===== src/rtl/sparce_skip_engine_pkg.sv =====
// Shared types for the SPARCE skip engine: SASA table entry, skip condition
// and controller state, plus a saturating adder used by the statistics.
package sparce_pkg;

  // Storage widths of the packed entry; the engine zero-extends its
  // parameterised fields into these (DATA_W <= 64, RW <= 8, SKIP_W <= 16).
  localparam int SP_TAG_MAX_W  = 64;
  localparam int SP_RIDX_MAX_W = 8;
  localparam int SP_SKIP_MAX_W = 16;

  typedef enum logic {
    COND_AND = 1'b0,
    COND_OR  = 1'b1
  } cond_e;

  typedef enum logic {
    ST_IDLE = 1'b0,
    ST_SKIP = 1'b1
  } state_e;

  typedef struct packed {
    logic                     valid;
    logic [SP_TAG_MAX_W-1:0]  tag;
    logic [SP_RIDX_MAX_W-1:0] rs1;
    logic [SP_RIDX_MAX_W-1:0] rs2;
    logic [SP_SKIP_MAX_W-1:0] skip;
    cond_e                    cond;
  } sasa_entry_t;

  // 32-bit add that sticks at all-ones instead of wrapping.
  function automatic logic [31:0] sat_add32(input logic [31:0] a, input logic [31:0] b);
    logic [32:0] sum;
    sum = {1'b0, a} + {1'b0, b};
    if (sum[32]) begin
      return 32'hFFFF_FFFF;
    end else begin
      return sum[31:0];
    end
  endfunction

endpackage


===== src/rtl/sparce_skip_engine_if.sv =====
// Bus interface of the SPARCE skip engine (lookup, writeback, table write,
// redirect). Optional statistics outputs appear when SPARCE_STATS_EN is defined.
interface sparce_skip_engine_if #(
  parameter int DATA_W   = 32,
  parameter int NUM_REGS = 32
);
  localparam int RW = $clog2(NUM_REGS);

  logic [DATA_W-1:0] pc;
  logic              lookup_en;
  logic              wb_en;
  logic [RW-1:0]     rd;
  logic [DATA_W-1:0] wb_data;
  logic              sasa_wen;
  logic [DATA_W-1:0] sasa_addr;
  logic [DATA_W-1:0] sasa_data;
  logic              redirect_ack;
  logic              skipping;
  logic [DATA_W-1:0] sparce_target;

`ifdef SPARCE_STATS_EN
  logic [31:0]       skip_count;
  logic [31:0]       insts_skipped;

  modport master (
    output pc, lookup_en, wb_en, rd, wb_data, sasa_wen, sasa_addr, sasa_data, redirect_ack,
    input  skipping, sparce_target, skip_count, insts_skipped
  );
  modport slave (
    input  pc, lookup_en, wb_en, rd, wb_data, sasa_wen, sasa_addr, sasa_data, redirect_ack,
    output skipping, sparce_target, skip_count, insts_skipped
  );
`else
  modport master (
    output pc, lookup_en, wb_en, rd, wb_data, sasa_wen, sasa_addr, sasa_data, redirect_ack,
    input  skipping, sparce_target
  );
  modport slave (
    input  pc, lookup_en, wb_en, rd, wb_data, sasa_wen, sasa_addr, sasa_data, redirect_ack,
    output skipping, sparce_target
  );
`endif

endinterface


===== src/rtl/sparce_sasa_set_assoc.sv =====
// Set-associative SASA table: storage, replacement (tag match, first free,
// then per-set round-robin) and combinational hit lookup. The lookup reads the
// registered table, so a same-cycle write is not visible until the next cycle.
// SASA_SETS must be a power of two >= 2; SASA_WAYS a power of two >= 1.
module sparce_sasa_set_assoc
  import sparce_pkg::*;
#(
  parameter int DATA_W    = 32,
  parameter int RW        = 5,
  parameter int SKIP_W    = 5,
  parameter int SASA_SETS = 8,
  parameter int SASA_WAYS = 2
) (
  input  logic              clk_i,
  input  logic              rst_ni,
  input  logic              wr_en_i,
  input  logic [DATA_W-1:0] wr_addr_i,
  input  logic [DATA_W-1:0] wr_data_i,
  input  logic [DATA_W-1:0] lk_pc_i,
  output logic              lk_hit_o,
  output logic [RW-1:0]     lk_rs1_o,
  output logic [RW-1:0]     lk_rs2_o,
  output logic [SKIP_W-1:0] lk_skip_o,
  output cond_e             lk_cond_o
);

  localparam int SET_W    = $clog2(SASA_SETS);
  localparam int WAY_W    = (SASA_WAYS > 1) ? $clog2(SASA_WAYS) : 1;
  localparam int RS2_LSB  = RW;
  localparam int SKIP_LSB = 2 * RW;
  localparam int COND_BIT = 2 * RW + SKIP_W;

  sasa_entry_t        table_q [SASA_SETS][SASA_WAYS];
  logic [WAY_W-1:0]   rr_q    [SASA_SETS];

  logic [SET_W-1:0]     wr_set_s;
  logic [SASA_WAYS-1:0] wr_match_vec_s;
  logic [SASA_WAYS-1:0] wr_free_vec_s;
  logic [WAY_W-1:0]     wr_way_s;
  logic                 wr_use_rr_s;
  sasa_entry_t          wr_entry_s;

  logic [SET_W-1:0]     lk_set_s;
  logic [SASA_WAYS-1:0] lk_hit_vec_s;
  logic [WAY_W-1:0]     lk_way_s;
  sasa_entry_t          lk_entry_s;

  logic                 unused_lk_s;
  logic                 unused_wr_s;

  // Index of the lowest set bit (0 when none is set).
  function automatic logic [WAY_W-1:0] lowest_way(input logic [SASA_WAYS-1:0] vec);
    logic [WAY_W-1:0] idx;
    idx = '0;
    for (int w = SASA_WAYS - 1; w >= 0; w--) begin
      if (vec[w]) begin
        idx = WAY_W'(w);
      end else begin
        idx = idx;
      end
    end
    return idx;
  endfunction

  // Unpack the written word into a valid table entry.
  always_comb begin
    wr_entry_s       = '0;
    wr_entry_s.valid = 1'b1;
    wr_entry_s.tag   = SP_TAG_MAX_W'(wr_addr_i);
    wr_entry_s.rs1   = SP_RIDX_MAX_W'(wr_data_i[RW-1:0]);
    wr_entry_s.rs2   = SP_RIDX_MAX_W'(wr_data_i[RS2_LSB +: RW]);
    wr_entry_s.skip  = SP_SKIP_MAX_W'(wr_data_i[SKIP_LSB +: SKIP_W]);
    wr_entry_s.cond  = cond_e'(wr_data_i[COND_BIT]);
  end

  // Pick the victim way: matching tag, else first free, else round-robin.
  always_comb begin
    wr_set_s = wr_addr_i[2 +: SET_W];
    for (int w = 0; w < SASA_WAYS; w++) begin
      wr_match_vec_s[w] = table_q[wr_set_s][w].valid &&
                          (table_q[wr_set_s][w].tag == SP_TAG_MAX_W'(wr_addr_i));
      wr_free_vec_s[w]  = !table_q[wr_set_s][w].valid;
    end
    if (|wr_match_vec_s) begin
      wr_way_s = lowest_way(wr_match_vec_s);
    end else if (|wr_free_vec_s) begin
      wr_way_s = lowest_way(wr_free_vec_s);
    end else begin
      wr_way_s = rr_q[wr_set_s];
    end
    wr_use_rr_s = !(|wr_match_vec_s) && !(|wr_free_vec_s);
  end

  // Table and round-robin pointer storage.
  always_ff @(posedge clk_i) begin
    if (!rst_ni) begin
      for (int s = 0; s < SASA_SETS; s++) begin
        rr_q[s] <= '0;
        for (int w = 0; w < SASA_WAYS; w++) begin
          table_q[s][w] <= '0;
        end
      end
    end else if (wr_en_i) begin
      table_q[wr_set_s][wr_way_s] <= wr_entry_s;
      if (wr_use_rr_s) begin
        rr_q[wr_set_s] <= (rr_q[wr_set_s] == WAY_W'(SASA_WAYS - 1)) ?
                          '0 : rr_q[wr_set_s] + WAY_W'(1);
      end
    end
  end

  // Hit lookup on the pre-write table; lowest matching way wins.
  always_comb begin
    lk_set_s = lk_pc_i[2 +: SET_W];
    for (int w = 0; w < SASA_WAYS; w++) begin
      lk_hit_vec_s[w] = table_q[lk_set_s][w].valid &&
                        (table_q[lk_set_s][w].tag == SP_TAG_MAX_W'(lk_pc_i));
    end
    lk_way_s   = lowest_way(lk_hit_vec_s);
    lk_entry_s = table_q[lk_set_s][lk_way_s];
  end

  assign lk_hit_o  = |lk_hit_vec_s;
  assign lk_rs1_o  = lk_entry_s.rs1[RW-1:0];
  assign lk_rs2_o  = lk_entry_s.rs2[RW-1:0];
  assign lk_skip_o = lk_entry_s.skip[SKIP_W-1:0];
  assign lk_cond_o = lk_entry_s.cond;

  // Padding bits of the entry and the unused top of the data word.
  assign unused_lk_s = ^lk_entry_s;
  assign unused_wr_s = ^wr_data_i;

endmodule


===== src/rtl/sparce_skip_engine.sv =====
// SPARCE skip engine top: sparsity file, skip-condition evaluation with
// writeback bypass, IDLE/SKIP redirect controller and target computation.
// Define SPARCE_STATS_EN to add the saturating skip_count / insts_skipped outputs.
module sparce_skip_engine
  import sparce_pkg::*;
#(
  parameter int DATA_W    = 32,
  parameter int NUM_REGS  = 32,
  parameter int SASA_SETS = 8,
  parameter int SASA_WAYS = 2,
  parameter int SKIP_W    = 5
) (
  input logic                 CLK,
  input logic                 nRST,
  sparce_skip_engine_if.slave bus
);

  localparam int RW = $clog2(NUM_REGS);

  logic [NUM_REGS-1:0] sp_q, sp_d;
  state_e              state_q, state_d;
  logic [DATA_W-1:0]   target_q, target_d;

  logic                lk_hit_s;
  logic [RW-1:0]       lk_rs1_s, lk_rs2_s;
  logic [SKIP_W-1:0]   lk_skip_s;
  cond_e               lk_cond_s;

  logic                wb_zero_s;
  logic                sp_rs1_s, sp_rs2_s;
  logic                cond_true_s;
  logic                go_skip_s;
  logic [DATA_W-1:0]   target_calc_s;

  // Sparsity of a source register: x0 is always zero, a same-cycle writeback wins.
  function automatic logic sp_read(input logic [RW-1:0]       r,
                                   input logic [NUM_REGS-1:0] sp,
                                   input logic                byp_en,
                                   input logic [RW-1:0]       byp_rd,
                                   input logic                byp_zero);
    if (r == '0) begin
      return 1'b1;
    end else if (byp_en && (byp_rd == r)) begin
      return byp_zero;
    end else begin
      return sp[r];
    end
  endfunction

  sparce_sasa_set_assoc #(
    .DATA_W    (DATA_W),
    .RW        (RW),
    .SKIP_W    (SKIP_W),
    .SASA_SETS (SASA_SETS),
    .SASA_WAYS (SASA_WAYS)
  ) u_sasa (
    .clk_i     (CLK),
    .rst_ni    (nRST),
    .wr_en_i   (bus.sasa_wen),
    .wr_addr_i (bus.sasa_addr),
    .wr_data_i (bus.sasa_data),
    .lk_pc_i   (bus.pc),
    .lk_hit_o  (lk_hit_s),
    .lk_rs1_o  (lk_rs1_s),
    .lk_rs2_o  (lk_rs2_s),
    .lk_skip_o (lk_skip_s),
    .lk_cond_o (lk_cond_s)
  );

  assign wb_zero_s = (bus.wb_data == '0);

  // Sparsity file next state: writeback records whether the value is zero.
  always_comb begin
    sp_d = sp_q;
    if (bus.wb_en && (bus.rd != '0)) begin
      sp_d[bus.rd] = wb_zero_s;
    end else begin
      sp_d = sp_q;
    end
    sp_d[0] = 1'b1;
  end

  // Sparsity file register, all registers considered zero after reset.
  always_ff @(posedge CLK) begin
    if (!nRST) begin
      sp_q <= '1;
    end else begin
      sp_q <= sp_d;
    end
  end

  // Evaluate the entry's skip condition and decide whether to redirect.
  always_comb begin
    sp_rs1_s = sp_read(lk_rs1_s, sp_q, bus.wb_en, bus.rd, wb_zero_s);
    sp_rs2_s = sp_read(lk_rs2_s, sp_q, bus.wb_en, bus.rd, wb_zero_s);
    if (lk_cond_s == COND_OR) begin
      cond_true_s = sp_rs1_s || sp_rs2_s;
    end else begin
      cond_true_s = sp_rs1_s && sp_rs2_s;
    end
    go_skip_s = bus.lookup_en && (state_q == ST_IDLE) && lk_hit_s && cond_true_s;
  end

  // Redirect target: the instruction after the skipped block, wrapping at 2^DATA_W.
  assign target_calc_s = bus.pc + ((DATA_W'(lk_skip_s) + DATA_W'(1)) << 2'd2);

  // Controller state register.
  always_ff @(posedge CLK) begin
    if (!nRST) begin
      state_q <= ST_IDLE;
    end else begin
      state_q <= state_d;
    end
  end

  // Controller next state: enter SKIP on a taken lookup, leave on acknowledge.
  always_comb begin
    state_d = state_q;
    case (state_q)
      ST_IDLE: begin
        if (go_skip_s) begin
          state_d = ST_SKIP;
        end else begin
          state_d = ST_IDLE;
        end
      end
      ST_SKIP: begin
        if (bus.redirect_ack) begin
          state_d = ST_IDLE;
        end else begin
          state_d = ST_SKIP;
        end
      end
      default: state_d = ST_IDLE;
    endcase
  end

  // Controller outputs: capture the target only when entering SKIP.
  always_comb begin
    target_d = target_q;
    if (go_skip_s) begin
      target_d = target_calc_s;
    end else begin
      target_d = target_q;
    end
  end

  // Registered redirect target.
  always_ff @(posedge CLK) begin
    if (!nRST) begin
      target_q <= '0;
    end else begin
      target_q <= target_d;
    end
  end

  assign bus.skipping      = (state_q == ST_SKIP);
  assign bus.sparce_target = target_q;

`ifdef SPARCE_STATS_EN
  logic [31:0] skip_count_q, skip_count_d;
  logic [31:0] insts_skipped_q, insts_skipped_d;

  // Statistics next state: count redirects and the instructions they bypass.
  always_comb begin
    if (go_skip_s) begin
      skip_count_d    = sat_add32(skip_count_q, 32'd1);
      insts_skipped_d = sat_add32(insts_skipped_q, 32'(lk_skip_s) + 32'd1);
    end else begin
      skip_count_d    = skip_count_q;
      insts_skipped_d = insts_skipped_q;
    end
  end

  // Statistics registers.
  always_ff @(posedge CLK) begin
    if (!nRST) begin
      skip_count_q    <= 32'd0;
      insts_skipped_q <= 32'd0;
    end else begin
      skip_count_q    <= skip_count_d;
      insts_skipped_q <= insts_skipped_d;
    end
  end

  assign bus.skip_count    = skip_count_q;
  assign bus.insts_skipped = insts_skipped_q;
`endif

endmodule


===== src/flat_wrapper.sv =====
// flat-port wrapper written by rule: the top's interface ports become plain ports
module sparce_skip_engine_flat import sparce_pkg::*;
#(
  parameter int DATA_W    = 32,
  parameter int NUM_REGS  = 32,
  parameter int SASA_SETS = 8,
  parameter int SASA_WAYS = 2,
  parameter int SKIP_W    = 5
)
  (CLK, nRST, bus_pc, bus_lookup_en, bus_wb_en, bus_rd, bus_wb_data, bus_sasa_wen, bus_sasa_addr, bus_sasa_data, bus_redirect_ack, bus_skipping, bus_sparce_target);
  sparce_skip_engine_if #(.DATA_W(DATA_W), .NUM_REGS(NUM_REGS)) bus_i ();
  input logic CLK;
  input logic nRST;
  input wire logic [$bits(bus_i.pc)-1:0] bus_pc;
  input wire logic [$bits(bus_i.lookup_en)-1:0] bus_lookup_en;
  input wire logic [$bits(bus_i.wb_en)-1:0] bus_wb_en;
  input wire logic [$bits(bus_i.rd)-1:0] bus_rd;
  input wire logic [$bits(bus_i.wb_data)-1:0] bus_wb_data;
  input wire logic [$bits(bus_i.sasa_wen)-1:0] bus_sasa_wen;
  input wire logic [$bits(bus_i.sasa_addr)-1:0] bus_sasa_addr;
  input wire logic [$bits(bus_i.sasa_data)-1:0] bus_sasa_data;
  input wire logic [$bits(bus_i.redirect_ack)-1:0] bus_redirect_ack;
  output wire logic [$bits(bus_i.skipping)-1:0] bus_skipping;
  output wire logic [$bits(bus_i.sparce_target)-1:0] bus_sparce_target;
  assign bus_i.pc = bus_pc;
  assign bus_i.lookup_en = bus_lookup_en;
  assign bus_i.wb_en = bus_wb_en;
  assign bus_i.rd = bus_rd;
  assign bus_i.wb_data = bus_wb_data;
  assign bus_i.sasa_wen = bus_sasa_wen;
  assign bus_i.sasa_addr = bus_sasa_addr;
  assign bus_i.sasa_data = bus_sasa_data;
  assign bus_i.redirect_ack = bus_redirect_ack;
  assign bus_skipping = bus_i.skipping;
  assign bus_sparce_target = bus_i.sparce_target;
  sparce_skip_engine #(.DATA_W(DATA_W), .NUM_REGS(NUM_REGS), .SASA_SETS(SASA_SETS), .SASA_WAYS(SASA_WAYS), .SKIP_W(SKIP_W)) u_core (.CLK(CLK), .nRST(nRST), .bus(bus_i));
endmodule

===== config.mk =====
export PLATFORM = sky130hd
export DESIGN_NAME = sparce_skip_engine_flat
export DESIGN_NICKNAME = d
export VERILOG_FILES = /design/src/rtl/sparce_skip_engine_pkg.sv /design/src/rtl/sparce_skip_engine_if.sv /design/src/rtl/sparce_sasa_set_assoc.sv /design/src/rtl/sparce_skip_engine.sv /design/src/flat_wrapper.sv
export SDC_FILE = /design/constraint.sdc
export NUM_CORES = 1
export LEC_CHECK = 0
export BUFFER_PORTS_ARGS = -buffer_cell sky130_fd_sc_hd__buf_2
export CORE_MARGIN = 2
export CORE_UTILIZATION = 45
export DETAILED_ROUTE_END_ITERATION = 8
export MAX_ROUTING_LAYER = met4
export SYNTH_ARGS = -nofsm -noshare
export SYNTH_HDL_FRONTEND = slang
export SYNTH_SLANG_ARGS = --single-unit

===== constraint.sdc =====
create_clock -name CLK -period 10.44 [get_ports CLK]
set_input_delay 1.044 -clock CLK [delete_from_list [all_inputs] [get_ports CLK]]
set_output_delay 1.044 -clock CLK [all_outputs]
set_load 0.1 [all_outputs]

==> reports/results.tsv <==
stage	metric	value	unit
status	outcome	completed	
logic_synthesis	sequential cell area fraction in the yosys report	55.9	%
cts	clk root buf	clkbuf_16	
timing	min Tclk post-route	8.45	ns
global_routing	grt met1 use	42.9	%
drt	Routed WL	156000	um
cts	post-CTS sizing	0	
timing	Achievable Freq	118	MHz
worst_setup_path	r2r setup slk	3.39	ns
cts	Post-CTS Hold Fix Bufs	0	
timing	Final setup violation count	0	
min_path	Min-Delay Path Depth	2	
placement	gpl congestion	1.02	
logic_synthesis	synth top area cells	edfxtp_1, and2_1, mux4_2	
global_routing	initial antenna violation count	12	
worst_setup_path	Worst Path Max Fanout	48	
global_routing	vias in the first global route	30268	
cts	Worst-path clk slew	0.06	ns
placement	post-DP HPWL	95700	um
logic_synthesis	ys flop type	edfxtp_1	
timing	Worst-Margin Slew	1.41	ns
logic_synthesis	Yosys cell types	84	
power	P_leak	18.6	nW
flow_run	count of max-cap constraint violations	0	
cts	Max clock buf depth	3	
cts	post-CTS setup buffer count	0	
drt	DRT antenna net count	0	
cts	number of H-tree levels	3	
cts	clk_lat worst skew	0.69	ns
floorplan	Top Ports	172	
timing	Worst Slack Setup Final	1.99	ns
global_routing	largest net degree at the start of global routing	97	
logic_synthesis	count leader, synth	edfxtp_1	
timing	Final Max Slew Viols	0	
min_path	Hold Crit Class	reg -> reg	
power	Max IR drop VDD	110	uV
min_path	Min-Delay Endpoint	u_core.bus.sparce_target[28]	
logic_synthesis	Post-Synthesis Cells	3478	
logic_synthesis	Post-synth EDFFs	768	
drt	DR vias/cell	6.32	
timing	final setup skew	0.0398	ns
worst_setup_path	arrival time of the worst setup path	9.07	ns
drt	Starting DRT DRC Count	4167	
power	Pwr Total	8.27	mW
cells_and_area	area growth from synthesis to layout	12.2	%
timing	ratio of final minimum period to clock period	81.0	%
placement	PortBufs	155	
global_routing	met2 Resource Use GR	46.9	%
placement	post-place setup slack	1.51	ns
floorplan	die span in y	318	um
worst_setup_path	Setup CP Type	in -> reg	
cells_and_area	share of post-route cells with drive strength above 1	19.6	%
cells_and_area	Nets	3678	
floorplan	Rows	115	
drt	Vias	30985	
global_routing	GR Util met3	6.38	%
floorplan	DIE AREA	0.101	sq mm
global_routing	grt peak-use layer	met2	
global_routing	GRT overflow	0	
logic_synthesis	asr flop ratio synth	0	%
worst_setup_path	required time worst endpoint	11.05	ns
logic_synthesis	commonest cells in the synthesized netlist	edfxtp_1, and2_1, clkbuf_1	
worst_setup_path	Worst setup SP type	primary input	
global_routing	first-pass GRT wire length	223000	um
timing	setup TNS	0	ns
worst_setup_path	FF-to-FF path depth	25	
min_path	worst min-delay path startpoint	u_core.bus.sparce_target[28]	
floorplan	Die X	318	um
worst_setup_path	Critical R2R Capture	u_core.bus.sparce_target[28]	
drt	Initial DRT Pass Iterations	8	
floorplan	Core Box Area	0.0981	sq mm
cts	CTS buffer count	94	
worst_setup_path	crit end category	flip-flop	
drt	DRC	0	
logic_synthesis	#FFs+latches synth	856	
logic_synthesis	post-synth design cell area	0.0444	sq mm
cts	clock sinks	856	
logic_synthesis	share of the synthesized area in the top cell type	52.0	%
timing	RSZ-0062 raised after global routing	no	
timing	Final Hold Vio Count	0	
logic_synthesis	mean cell area of the mapped netlist	12.8	sq um
cts	TritonCTS clock tree	built	
logic_synthesis	largest area contributor in the synthesized netlist	edfxtp_1	
floorplan	starting density of the core	45.2	%
logic_synthesis	Synth Warn #	0	
global_routing	GRT Total Usage	31.5	%
power	PwrDens	166	mW/mm^2
timing	Slew Limit Headroom	6.24	%
drt	WL per Instance	31.9	um
worst_setup_path	reg2reg start	u_core.u_sasa.table_q[2][37]	
==> registers in the layout, summed over array words and instances, names as in the netlist <==
register and count:
u_core.u_sasa.table_q 784, u_core.u_sasa.rr_q 8, u_core.bus.skipping 1, u_core.bus.sparce_target 32
u_core.sp_q 31
==> cell type report <==
class	instances	area (sq um)
clock inverters	69	654
flip-flops and latches	856	24800
clock buffers	107	2460
diodes	5	12.5
fillers	8416	48300
multi-input cells	2307	18500
inverters	15	56.3
repair buffers	257	1690
well taps	1287	1610
==> worst max-delay path by stage <==
| stage | from | endpoint | slack (ns) | cells past startpoint |
|---|---|---|---|---|
| finish | bus_pc[2] | u_core.bus.sparce_target[28] | 1.99 | 26 |
| global route | bus_pc[2] | u_core.bus.sparce_target[30] | 1.69 | 26 |
| CTS | bus_pc[2] | u_core.bus.sparce_target[28] | 2.18 | 26 |
| detailed placement | bus_pc[2] | u_core.bus.sparce_target[28] | 1.51 | 26 |
| global placement | bus_pc[2] | u_core.bus.sparce_target[28] | 1.51 | 26 |
| floorplan | bus_sasa_addr[2] | u_core.u_sasa.table_q[3][0] | 2.51 | 16 |
==> power by group <==
group	leakage [nW]	switching, mW	internal, mW
Sequential	8.57	0.0607	3.86
Combinational	8.51	0.617	0.308
Clock	1.53	1.45	1.97
==> through the flow <==
step / instances / area [sq um] / hold slack (ns) / util (%)
2_1_floorplan: 3501 / 44500 / 0.441 / -
3_3_place_gp: 4722 / 46700 / 0.442 / 47.5
3_5_place_dp: 4722 / 46700 / 0.448 / 47.5
4_1_cts: 4898 / 49800 / 0.458 / 50.7
5_1_grt: 4902 / 49800 / 0.474 / 50.7
6_report: 4903 / 49800 / 0.454 / 50.7
==> cell usage in the layout, fill, tap and decap left out, drive strengths merged, types with 9 or more instances in the layout <==
cell type	instances
a21oi	25
a21o	27
or3	12
conb	24
clkinv	48
buf	255
o22ai	42
nor2	77
mux2i	169
mux2	100
o31ai	9
nand3	68
nand2b	17
o311ai	17
o21ai	67
xnor2	53
inv	20
xor2	73
mux4	145
a22o	27
edfxtp	768
a221oi	43
bufinv	11
a211oi	11
nor2b	14
o211ai	9
dfxtp	88
nor3	32
nand2	175
nor4	27
and2	727
and3	16
a22oi	156
nand4	43
clkbuf	109
==> per-layer routing <==
layer	vias up	routed length, um
li1	13103	-
met4	0	5900
met5	-	0
met1	15634	62900
met2	1897	69700
met3	351	17700
==> kinds of logic after synthesis <==
family                     share of synthesized area, %
other                                           0.00845
and+or+nand+nor                                    16.5
adders and majority gates                         0.242
muxes                                              13.7
AOI/OAI and AO/OA                                  7.69
buffers and inverters                              3.42
DFF                                                55.9
xor gates and xnor gates                           2.49
==> worst max-delay path: stages <==
cell and delay (ns):
clkbuf_8 0.53, nand2b_1 1.14, o22ai_1 0.23, a221oi_1 0.86, xnor2_1 0.27, or4b_1 0.56, nor4_2 0.36, nor3_4 0.17
mux4_2 0.62, ha_1 0.40, fa_1 0.41, a21o_1 0.17, a21o_1 0.19, a21o_1 0.18, a21oi_1 0.23, nor2_1 0.11
and3_1 0.21, and3_1 0.21, nand3_1 0.13, nor2_1 0.08, and3_1 0.20, and2_1 0.22, nand4_1 0.13, xnor2_1 0.12
nand2_1 0.06, mux2i_1 0.14
Power figures use the tool's default switching activity.
